==> config.mk <==
export PLATFORM = sky130hd
export DESIGN_NAME = ks_voice_mixer
export DESIGN_NICKNAME = d
export VERILOG_FILES = /design/src/rtl/ks_voice_mixer.sv
export SDC_FILE = /design/constraint.sdc
export NUM_CORES = 1
export LEC_CHECK = 0
export CAP_MARGIN = 20
export CORE_ASPECT_RATIO = 0.7
export CORE_MARGIN = 8
export CORE_UTILIZATION = 57
export DETAILED_ROUTE_END_ITERATION = 8
export MAX_ROUTING_LAYER = met4
export PLACE_DENSITY_LB_ADDON = 0.15
export SKIP_LAST_GASP = 1
export SLEW_MARGIN = 25
export SYNTH_ARGS = -nofsm -noshare
export SYNTH_HDL_FRONTEND = slang
export SYNTH_SLANG_ARGS = --single-unit
==> constraint.sdc <==
create_clock -name clk_i -period 9.1 [get_ports clk_i]
set_input_delay 1.82 -clock clk_i [delete_from_list [all_inputs] [get_ports clk_i]]
set_output_delay 1.82 -clock clk_i [all_outputs]
set_load 0.1 [all_outputs]
==> src/rtl/ks_voice_mixer.sv <==
// rtl/ks_voice_mixer.sv - N-voice stereo mixer, serial gain/pan MAC with saturating handshake output
module ks_voice_mixer #(
   parameter int NUM_VOICES = 4,
   parameter int DATA_WIDTH = 8,
   parameter int GAIN_WIDTH = 4
) (
   input  logic                             clk_i,
   input  logic                             rst_i,
   input  logic                             sample_tick_i,
   input  logic [NUM_VOICES*DATA_WIDTH-1:0] voice_data_i,
   input  logic [NUM_VOICES*GAIN_WIDTH-1:0] gain_i,
   input  logic [NUM_VOICES-1:0]            pan_l_i,
   input  logic [NUM_VOICES-1:0]            pan_r_i,
   input  logic [NUM_VOICES-1:0]            mute_i,
   output logic [DATA_WIDTH-1:0]            l_data_o,
   output logic [DATA_WIDTH-1:0]            r_data_o,
   output logic                             out_valid_o,
   input  logic                             out_ready_i,
   output logic                             busy_o,
   output logic                             overrun_o,
   input  logic                             clear_overrun_i
);
   localparam int PW = DATA_WIDTH + GAIN_WIDTH + 1;
   localparam int AW = PW + $clog2(NUM_VOICES);
   localparam int IW = $clog2(NUM_VOICES);
   localparam logic [IW-1:0] LAST = IW'(NUM_VOICES - 1);
   localparam logic signed [AW-1:0] MAXV = AW'((1 <<< (DATA_WIDTH - 1)) - 1);
   localparam logic signed [AW-1:0] MINV = -AW'(1 <<< (DATA_WIDTH - 1));

   typedef enum logic [1:0] {IDLE, ACC, OUT} state_t;
   state_t state, state_nx;

   logic [NUM_VOICES*DATA_WIDTH-1:0] snap_data;
   logic [NUM_VOICES*GAIN_WIDTH-1:0] snap_gain;
   logic [NUM_VOICES-1:0]            snap_pan_l, snap_pan_r, snap_mute;
   logic [IW-1:0]                    idx;
   logic signed [AW-1:0]             acc_l, acc_r;

   logic signed [DATA_WIDTH-1:0] cur_sample;
   logic [GAIN_WIDTH-1:0]        cur_gain;
   logic signed [PW-1:0]         prod;
   logic                         handshake, take_tick, drop_tick;

   assign cur_sample = snap_data[idx*DATA_WIDTH +: DATA_WIDTH];
   assign cur_gain   = snap_gain[idx*GAIN_WIDTH +: GAIN_WIDTH];
   // gain is unsigned: zero-extend before the signed multiply
   assign prod       = PW'(cur_sample) * PW'($signed({1'b0, cur_gain}));
   assign handshake  = out_valid_o && out_ready_i;
   assign busy_o     = (state == ACC);

   function automatic logic [DATA_WIDTH-1:0] sat(input logic signed [AW-1:0] a);
      logic signed [AW-1:0] s;
      s = a >>> (GAIN_WIDTH - 1);
      if (s > MAXV)      sat = MAXV[DATA_WIDTH-1:0];
      else if (s < MINV) sat = MINV[DATA_WIDTH-1:0];
      else               sat = s[DATA_WIDTH-1:0];
   endfunction

   always_comb begin
      state_nx  = state;
      take_tick = 1'b0;
      drop_tick = 1'b0;
      case (state)
         IDLE: begin
            if (sample_tick_i) begin
               take_tick = 1'b1;
               state_nx  = ACC;
            end
         end
         ACC: begin
            drop_tick = sample_tick_i;
            if (idx == LAST) state_nx = OUT;
         end
         OUT: begin
            // a tick coinciding with the handshake starts the next frame directly
            if (handshake) begin
               take_tick = sample_tick_i;
               state_nx  = sample_tick_i ? ACC : IDLE;
            end else begin
               drop_tick = sample_tick_i;
            end
         end
         default: state_nx = IDLE;
      endcase
   end

   always_ff @(posedge clk_i) begin
      if (rst_i) begin
         state       <= IDLE;
         idx         <= '0;
         acc_l       <= '0;
         acc_r       <= '0;
         snap_data   <= '0;
         snap_gain   <= '0;
         snap_pan_l  <= '0;
         snap_pan_r  <= '0;
         snap_mute   <= '0;
         l_data_o    <= '0;
         r_data_o    <= '0;
         out_valid_o <= 1'b0;
         overrun_o   <= 1'b0;
      end else begin
         state <= state_nx;
         if (take_tick) begin
            snap_data  <= voice_data_i;
            snap_gain  <= gain_i;
            snap_pan_l <= pan_l_i;
            snap_pan_r <= pan_r_i;
            snap_mute  <= mute_i;
            acc_l      <= '0;
            acc_r      <= '0;
            idx        <= '0;
         end else if (state == ACC) begin
            if (snap_pan_l[idx] && !snap_mute[idx]) acc_l <= acc_l + AW'(prod);
            if (snap_pan_r[idx] && !snap_mute[idx]) acc_r <= acc_r + AW'(prod);
            idx <= (idx == LAST) ? '0 : idx + 1'b1;
         end
         // first OUT cycle has valid low; that is where the result is registered
         if (state == OUT && !out_valid_o) begin
            l_data_o    <= sat(acc_l);
            r_data_o    <= sat(acc_r);
            out_valid_o <= 1'b1;
         end else if (handshake) begin
            out_valid_o <= 1'b0;
         end
         if (drop_tick)            overrun_o <= 1'b1;
         else if (clear_overrun_i) overrun_o <= 1'b0;
      end
   end
endmodule

==> results of run 1 <==
worst max-delay path by stage:
| stage | to | startpoint |
|---|---|---|
| final | acc_l[14] | idx[0] |
| after global routing | acc_l[14] | idx[0] |
| after CTS | acc_l[14] | idx[0] |
| after detailed placement | acc_l[14] | idx[0] |
| after global placement | acc_l[14] | idx[0] |
| after floorplan | acc_l[14] | idx[0] |
power by group through the flow:
stage | Combinational [mW] | Sequential [mW] | Clock, mW
after floorplan | 0.153 | 0.533 | 0
after global placement | 0.213 | 0.539 | 0
after detailed placement | 0.221 | 0.541 | 0
after CTS | 0.222 | 0.529 | 0.411
after global routing | 0.248 | 0.532 | 0.427
final | 0.225 | 0.530 | 0.406
cell type report:
cell class                 count  area, um2
tap                          157      196.4
multi-input combinational    645       4433
clock buffer                  10      239.0
inverter                      50      187.7
sequential                   112       2242
clock inverter                 6      65.06
timing repair buffer          88      863.3
fill                         924       3623
synthesized netlist by cell type (7+ instances only):
master | count | area [um2]
nor2_1 | 43 | 161.4
mux2i_1 | 12 | 120.1
xor2_1 | 10 | 87.58
o31ai_1 | 7 | 52.55
dfxtp_1 | 112 | 2242
clkbuf_1 | 31 | 116.4
a21oi_1 | 118 | 590.6
mux4_2 | 11 | 247.7
inv_1 | 50 | 187.7
o21ai_0 | 31 | 155.2
nand4_1 | 8 | 50.05
nor3_1 | 7 | 35.03
nand3_1 | 11 | 55.05
and2_1 | 28 | 175.2
fa_1 | 19 | 380.4
a21o_1 | 15 | 112.6
nand2b_1 | 7 | 43.79
xnor2_1 | 15 | 131.4
a211oi_1 | 8 | 60.06
nand2_1 | 170 | 638.1
ha_1 | 59 | 738.2
routing by layer:
layer  global-route usage (%)  wire (um)  part of all wire (%)  up-vias
li1                         -          -                     -     3041
met1                    29.88       8412                    47     2939
met2                    36.29       8167                    46      210
met3                    3.434        989                   5.6       18
met4                    6.309        207                   1.2        0
met5                        -          0                     0        -
registers in the layout (all words and copies together), names as in the netlist, 4 cells and up:
signal and flops:
l_data_o 8, snap_mute 4, snap_pan_l 4, snap_pan_r 4, snap_data 32, acc_r 15
acc_l 15, r_data_o 8, snap_gain 16
critical path, delay by kind of cell (launching register included):
kind / cells / cell delay, ns
buf+inv: 3 / 0.43
compound gates: 5 / 1.76
simple gates: 7 / 2.10
mux: 1 / 0.73
fa+ha+maj: 4 / 1.62
flops: 1 / 0.78
metrics by stage:
stage	setup WS, ns	hold slack (ns)	power [mW]	util, %
finish	1.559	0.4533	1.160	69.42
global route	1.067	0.4721	1.207	69.42
CTS	1.387	0.4570	1.163	69.34
detailed placement	1.393	0.4460	0.7616	66.77
global placement	1.839	0.4370	0.7523	66.77
floorplan	2.106	0.4315	0.6860	-
cells by family (layout without fill, tap and decap cells):
kind of cell	after synthesis	count (layout)	share of synthesized area (%)
XOR/XNOR	25	25	3.134
buffers and inverters	87	154	4.782
flip-flops	112	112	32.09
AND/OR/NAND/NOR	304	304	19.65
adder cells (fa/ha/maj)	78	78	16.01
AO/OA/AOI/OAI	211	211	17.78
multiplexers	27	27	6.555
==> impl_metrics.env, run 1 <==
export IMPL_switchingPower_mw=0.3512
export IMPL_io_buffers=83
export IMPL_critical_path_class="reg -> reg"
export IMPL_seq_power_share_pct=45.6
export IMPL_cp_required_ns=9.33
export IMPL_cts_tree="built"
export IMPL_worstRegToRegCells=20
export IMPL_row_count=33
export IMPL_setup_tns_ns=0
export IMPL_cpPeakStageDelay_ns=0.78
export IMPL_p_int_mw=0.8089
export IMPL_drt_iter0_markers=384
export IMPL_grt_setup_unrepaired="no"
export IMPL_syn_inst=844
export IMPL_yosys_warnings=0
export IMPL_finalHoldViolCount=0
export IMPL_detail_route_wl_per_cell_um=16.64
export IMPL_rrSetupSlack_ns=1.56
export IMPL_die_h_um=108.6
export IMPL_clk_latency_ns=0.36
export IMPL_initial_core_util_pct=58.96
export IMPL_hpwl_um=13560
export IMPL_critPathSlowestCell="dfxtp_1"
export IMPL_fmax_mhz=132.6
export IMPL_setup_viol=0
export IMPL_vias=6208
export IMPL_root_buffer="clkbuf_16"
export IMPL_drive_above_1_share_pct=4.720
export IMPL_critical_path_cell_chain="buf_4 -> mux4_1 -> and2_1 -> fa_1 -> inv_1 -> fa_1 -> inv_1 -> ha_1 -> or4_1 -> o221a_2 -> o21ai_0 -> and2_1 -> ha_1 -> a21o_1 -> or3_1 -> a2111oi_1 -> nor2_1 -> nor4bb_1 -> or3_1 -> a21oi_1"
export IMPL_p_per_area_mw_per_mm2=141.0
export IMPL_cp_arrival_ns=7.77
export IMPL_p_leak_nw=3.657
export IMPL_grt_usage_pct=22.80
export IMPL_synth_edf_count=0
export IMPL_drc_errors=0
export IMPL_dp_cells=1052
export IMPL_die_w_um=148.3
export IMPL_grt_overflow=0
export IMPL_hp_start="l_data_o[3]"
export IMPL_antenna_found_initial=0
export IMPL_drt_total_wl_um=17780
export IMPL_slew_headroom_pct=31.89
export IMPL_vdd_ir_drop_worst_uv=104.9
export IMPL_grt_pass1_wl_um=29090
export IMPL_postCtsSetupBuffers=0
export IMPL_ys_ff_latch=112
export IMPL_cts_clk_slew_worst_paths_ns=0.08
export IMPL_area_delta_synth_final_pct=17.75
export IMPL_drt_pass1_iter_count=5
export IMPL_reg2reg_to="acc_l[14]"
export IMPL_end_kind="flop"
export IMPL_grt_max_degree=83
export IMPL_synth_area_per_cell_um2=8.278
export IMPL_synth_async_sr_flop_share_pct=0
export IMPL_clock_skew_ns=0.01541
export IMPL_nNetsFinal=1049
export IMPL_ioPinCount=84
export IMPL_worst_pin_slew_ns=1.018
export IMPL_worstHoldPathCells=2
export IMPL_viasPerCell=5.813
export IMPL_timing_final_crit_share_pct=82.87
export IMPL_final_common_cell="nand2_1"
export IMPL_placed_area_mm2=0.007913
export IMPL_layout_min_cycle_time_ns=7.541
export IMPL_ant_nets=0
export IMPL_max_cap_violations=0
export IMPL_synth_distinct_cells=54
export IMPL_core_mm2=0.01185
export IMPL_reg2reg_from="idx[0]"
export IMPL_gp_congestion=0.8949
export IMPL_design_area_mm2=0.008227
export IMPL_drv_slew=0
export IMPL_antennaDiodeCount=0
export IMPL_grt_pass1_vias=6031
export IMPL_holdCritPathClass="reg -> reg"
export IMPL_power_frac_comb_pct=19.4
export IMPL_synthesis_area_mm2=0.006987
export IMPL_holdBufCountCts=0
export IMPL_syn_nets=987
export IMPL_final_cells=1068
export IMPL_start_kind="flop"
export IMPL_clkPwrFrac_pct=35.0
export IMPL_whs_endpoint="l_data_o[3]"
export IMPL_h_tree_depth=3
export IMPL_synthFlopType="dfxtp_1"
export IMPL_switching_share_pct=30.27
export IMPL_cts_resized=0
export IMPL_final_cell_mix="nand2_1, a21oi_1, dfxtp_1, clkdlybuf4s50_1, ha_1"
export IMPL_cp_max_fo=11
export IMPL_cts_sink_count=112
export IMPL_ys_seq_area_share_pct=32.09
export IMPL_status="finished clean"
export IMPL_die_area_mm2=0.01611
export IMPL_clock_path_buffers=2
export IMPL_cts_made_buffers=9
Note: power is estimated with default switching activity, not from simulation.
==> inputs of run 2 (changes only) <==
==> constraint.sdc (replaced) <==
create_clock -name clk_i -period 7.7 [get_ports clk_i]
set_input_delay 1.54 -clock clk_i [delete_from_list [all_inputs] [get_ports clk_i]]
set_output_delay 1.54 -clock clk_i [all_outputs]
set_load 0.1 [all_outputs]
==> run 2 against run 1 <==
Compared with the run above: clock power increased by 23%; core utilization grew 0.33 points; critical path type unchanged; non-clock buffer count increased by 3; critical endpoint unchanged; global-route usage hardly changed; clock skew decreased by 0.0058 ns; sequential share of layout area is 0.13 points lower; flip-flop and latch count unchanged; critical path depth is 1 higher; first-iteration DRC count decreased by 7.6%; clock-buffer cell count decreased by 1; combinational power grew 18%.
==> impl_metrics.env, run 2 (synthesis gave the netlist of run 1 again) <==
export IMPL_final_common_cell="nand2_1"
export IMPL_power_frac_comb_pct=19.1
export IMPL_holdCritPathClass="reg -> reg"
export IMPL_grt_usage_pct=22.84
export IMPL_status="finished clean"
export IMPL_viasPerCell=5.747
export IMPL_cp_startpoint="idx[0]"
export IMPL_start_kind="flop"
export IMPL_setup_tns_ns=0
export IMPL_worstRegToRegCells=21
export IMPL_clock_path_buffers=2
export IMPL_finalHoldViolCount=0
export IMPL_holdBufCountCts=0
export IMPL_ant_nets=0
export IMPL_reg2reg_to="acc_l[14]"
export IMPL_largest_register_ffs=32
export IMPL_area_delta_synth_final_pct=18.30
export IMPL_power_mw=1.390
export IMPL_die_h_um=108.6
export IMPL_cts_sink_count=112
export IMPL_gp_congestion=0.9020
export IMPL_h_tree_depth=3
export IMPL_nNetsFinal=1052
export IMPL_num_fill_cells=964
export IMPL_drv_slew=0
export IMPL_max_cap_violations=0
export IMPL_ioPinCount=84
export IMPL_cts_resized=0
export IMPL_detail_route_wl_per_cell_um=16.63
export IMPL_cp_required_ns=7.94
export IMPL_root_buffer="clkbuf_16"
export IMPL_design_area_mm2=0.008265
export IMPL_hpwl_um=13630
export IMPL_die_area_mm2=0.01611
export IMPL_switchingPower_mw=0.4338
export IMPL_p_per_area_mw_per_mm2=168.2
export IMPL_drive_above_1_share_pct=4.923
export IMPL_drt_pass1_iter_count=5
export IMPL_crit_end="acc_l[14]"
export IMPL_end_kind="flop"
export IMPL_io_buffers=83
export IMPL_largest_register="snap_data"
export IMPL_seq_power_share_pct=45.1
export IMPL_drt_total_wl_um=17820
export IMPL_final_cells=1071
export IMPL_cp_max_fo=10
export IMPL_p_int_mw=0.9563
export IMPL_final_cell_mix="nand2_1, a21oi_1, dfxtp_1, clkdlybuf4s50_1, ha_1"
export IMPL_worst_pin_slew_ns=1.028
export IMPL_rrSetupSlack_ns=0.60
export IMPL_antennaDiodeCount=0
export IMPL_drc_errors=0
export IMPL_vias=6155
export IMPL_grt_overflow=0
export IMPL_grt_pass1_vias=6029
export IMPL_cts_clk_slew_worst_paths_ns=0.09
export IMPL_timing_final_crit_share_pct=92.20
export IMPL_critical_path_class="reg -> reg"
export IMPL_grt_max_degree=83
export IMPL_switching_share_pct=31.21
export IMPL_p_leak_nw=3.674
export IMPL_row_count=33
export IMPL_vdd_ir_drop_worst_uv=120.5
export IMPL_layout_min_cycle_time_ns=7.099
export IMPL_placed_area_mm2=0.007935
export IMPL_postCtsSetupBuffers=0
export IMPL_initial_core_util_pct=58.96
export IMPL_cts_made_buffers=9
export IMPL_clk_latency_ns=0.36
export IMPL_reg2reg_from="idx[0]"
export IMPL_die_w_um=148.3
export IMPL_cp_arrival_ns=7.34
export IMPL_setup_viol=0
export IMPL_core_mm2=0.01185
export IMPL_fmax_mhz=140.9
export IMPL_clock_skew_ns=0.009626
export IMPL_grt_setup_unrepaired="no"
export IMPL_cts_tree="built"
export IMPL_drt_iter0_markers=355
export IMPL_reg_top3="snap_data (32), snap_gain (16)"
export IMPL_antenna_found_initial=0
export IMPL_worstHoldPathCells=2
export IMPL_grt_pass1_wl_um=29150
export IMPL_dp_cells=1055
export IMPL_clkPwrFrac_pct=35.8
export IMPL_slew_headroom_pct=31.32
==> run 2: cell count changes in the layout (fill, tap and decap cells not counted), sizes merged <==
cell / delta
clkinv: +2
clkbuf: -1
buf: +3
inv: -1
==> run 2: metrics by stage <==
stage          setup slack, ns  hold WS, ns  util [%]
3_3_place_gp             1.060       0.4375     66.96
2_1_floorplan           0.7059       0.4315         -
5_1_grt                 0.1609       0.4741     69.75
6_report                0.6009       0.4568     69.75
4_1_cts                 0.6308       0.4591     69.70
3_5_place_dp            0.6676       0.4476     66.96
==> run 2: cell type report <==
cell class / count / area (um2) / share of cell area, %
multi-input cells: 645 / 4429 / 53.59
repair buffers: 91 / 885.9 / 10.72
clock inverters: 7 / 98.84 / 1.196
well taps: 157 / 196.4 / 2.377
flip-flops and latches: 112 / 2242 / 27.13
clock buffers: 9 / 225.2 / 2.725
inverters: 50 / 187.7 / 2.271
==> run 2: critical path, stage by stage, from the launching register on <==
cell and delay [ns]:
dfxtp_1 0.72, buf_4 0.26, mux4_1 0.70, and2_1 0.31, fa_1 0.56, inv_1 0.05
fa_1 0.50, inv_1 0.04, ha_1 0.25, or4_1 0.51, o221a_2 0.26, or3_4 0.41
and2_1 0.23, ha_1 0.35, a21o_1 0.22, or3_1 0.32, a2111oi_0 0.41, buf_4 0.22
nor2_1 0.05, nor4bb_1 0.38, or3_1 0.17, a21oi_1 0.06
==> run 2: per-layer routing <==
layer / GRT usage, % / share of wire, % / routed length [um] / vias to the layer above
met5: - / 0 / 0 / -
met3: 5.337 / 6.5 / 1152 / 20
met4: 5.729 / 1.0 / 181 / 0
li1: - / - / - / 3045
met2: 34.89 / 45 / 8023 / 188
met1: 30.15 / 47 / 8458 / 2902
==> run 2: power by group through the flow <==
stage               Combinational, mW  Sequential, mW  Clock (mW)
floorplan                       0.181           0.629           0
global placement                0.253           0.638           0
detailed placement              0.262           0.640           0
CTS                             0.264           0.626       0.503
global route                    0.293           0.630       0.523
finish                          0.265           0.627       0.498
==> run 2: worst min path at each step <==
stage / startpoint / endpoint / slack (ns)
4_1_cts: snap_data[20] / snap_data[20] / 0.46
3_5_place_dp: snap_data[20] / snap_data[20] / 0.45
6_report: l_data_o[4] / l_data_o[4] / 0.46
2_1_floorplan: snap_gain[5] / snap_gain[5] / 0.43
5_1_grt: snap_data[22] / snap_data[22] / 0.47
3_3_place_gp: l_data_o[3] / l_data_o[3] / 0.44
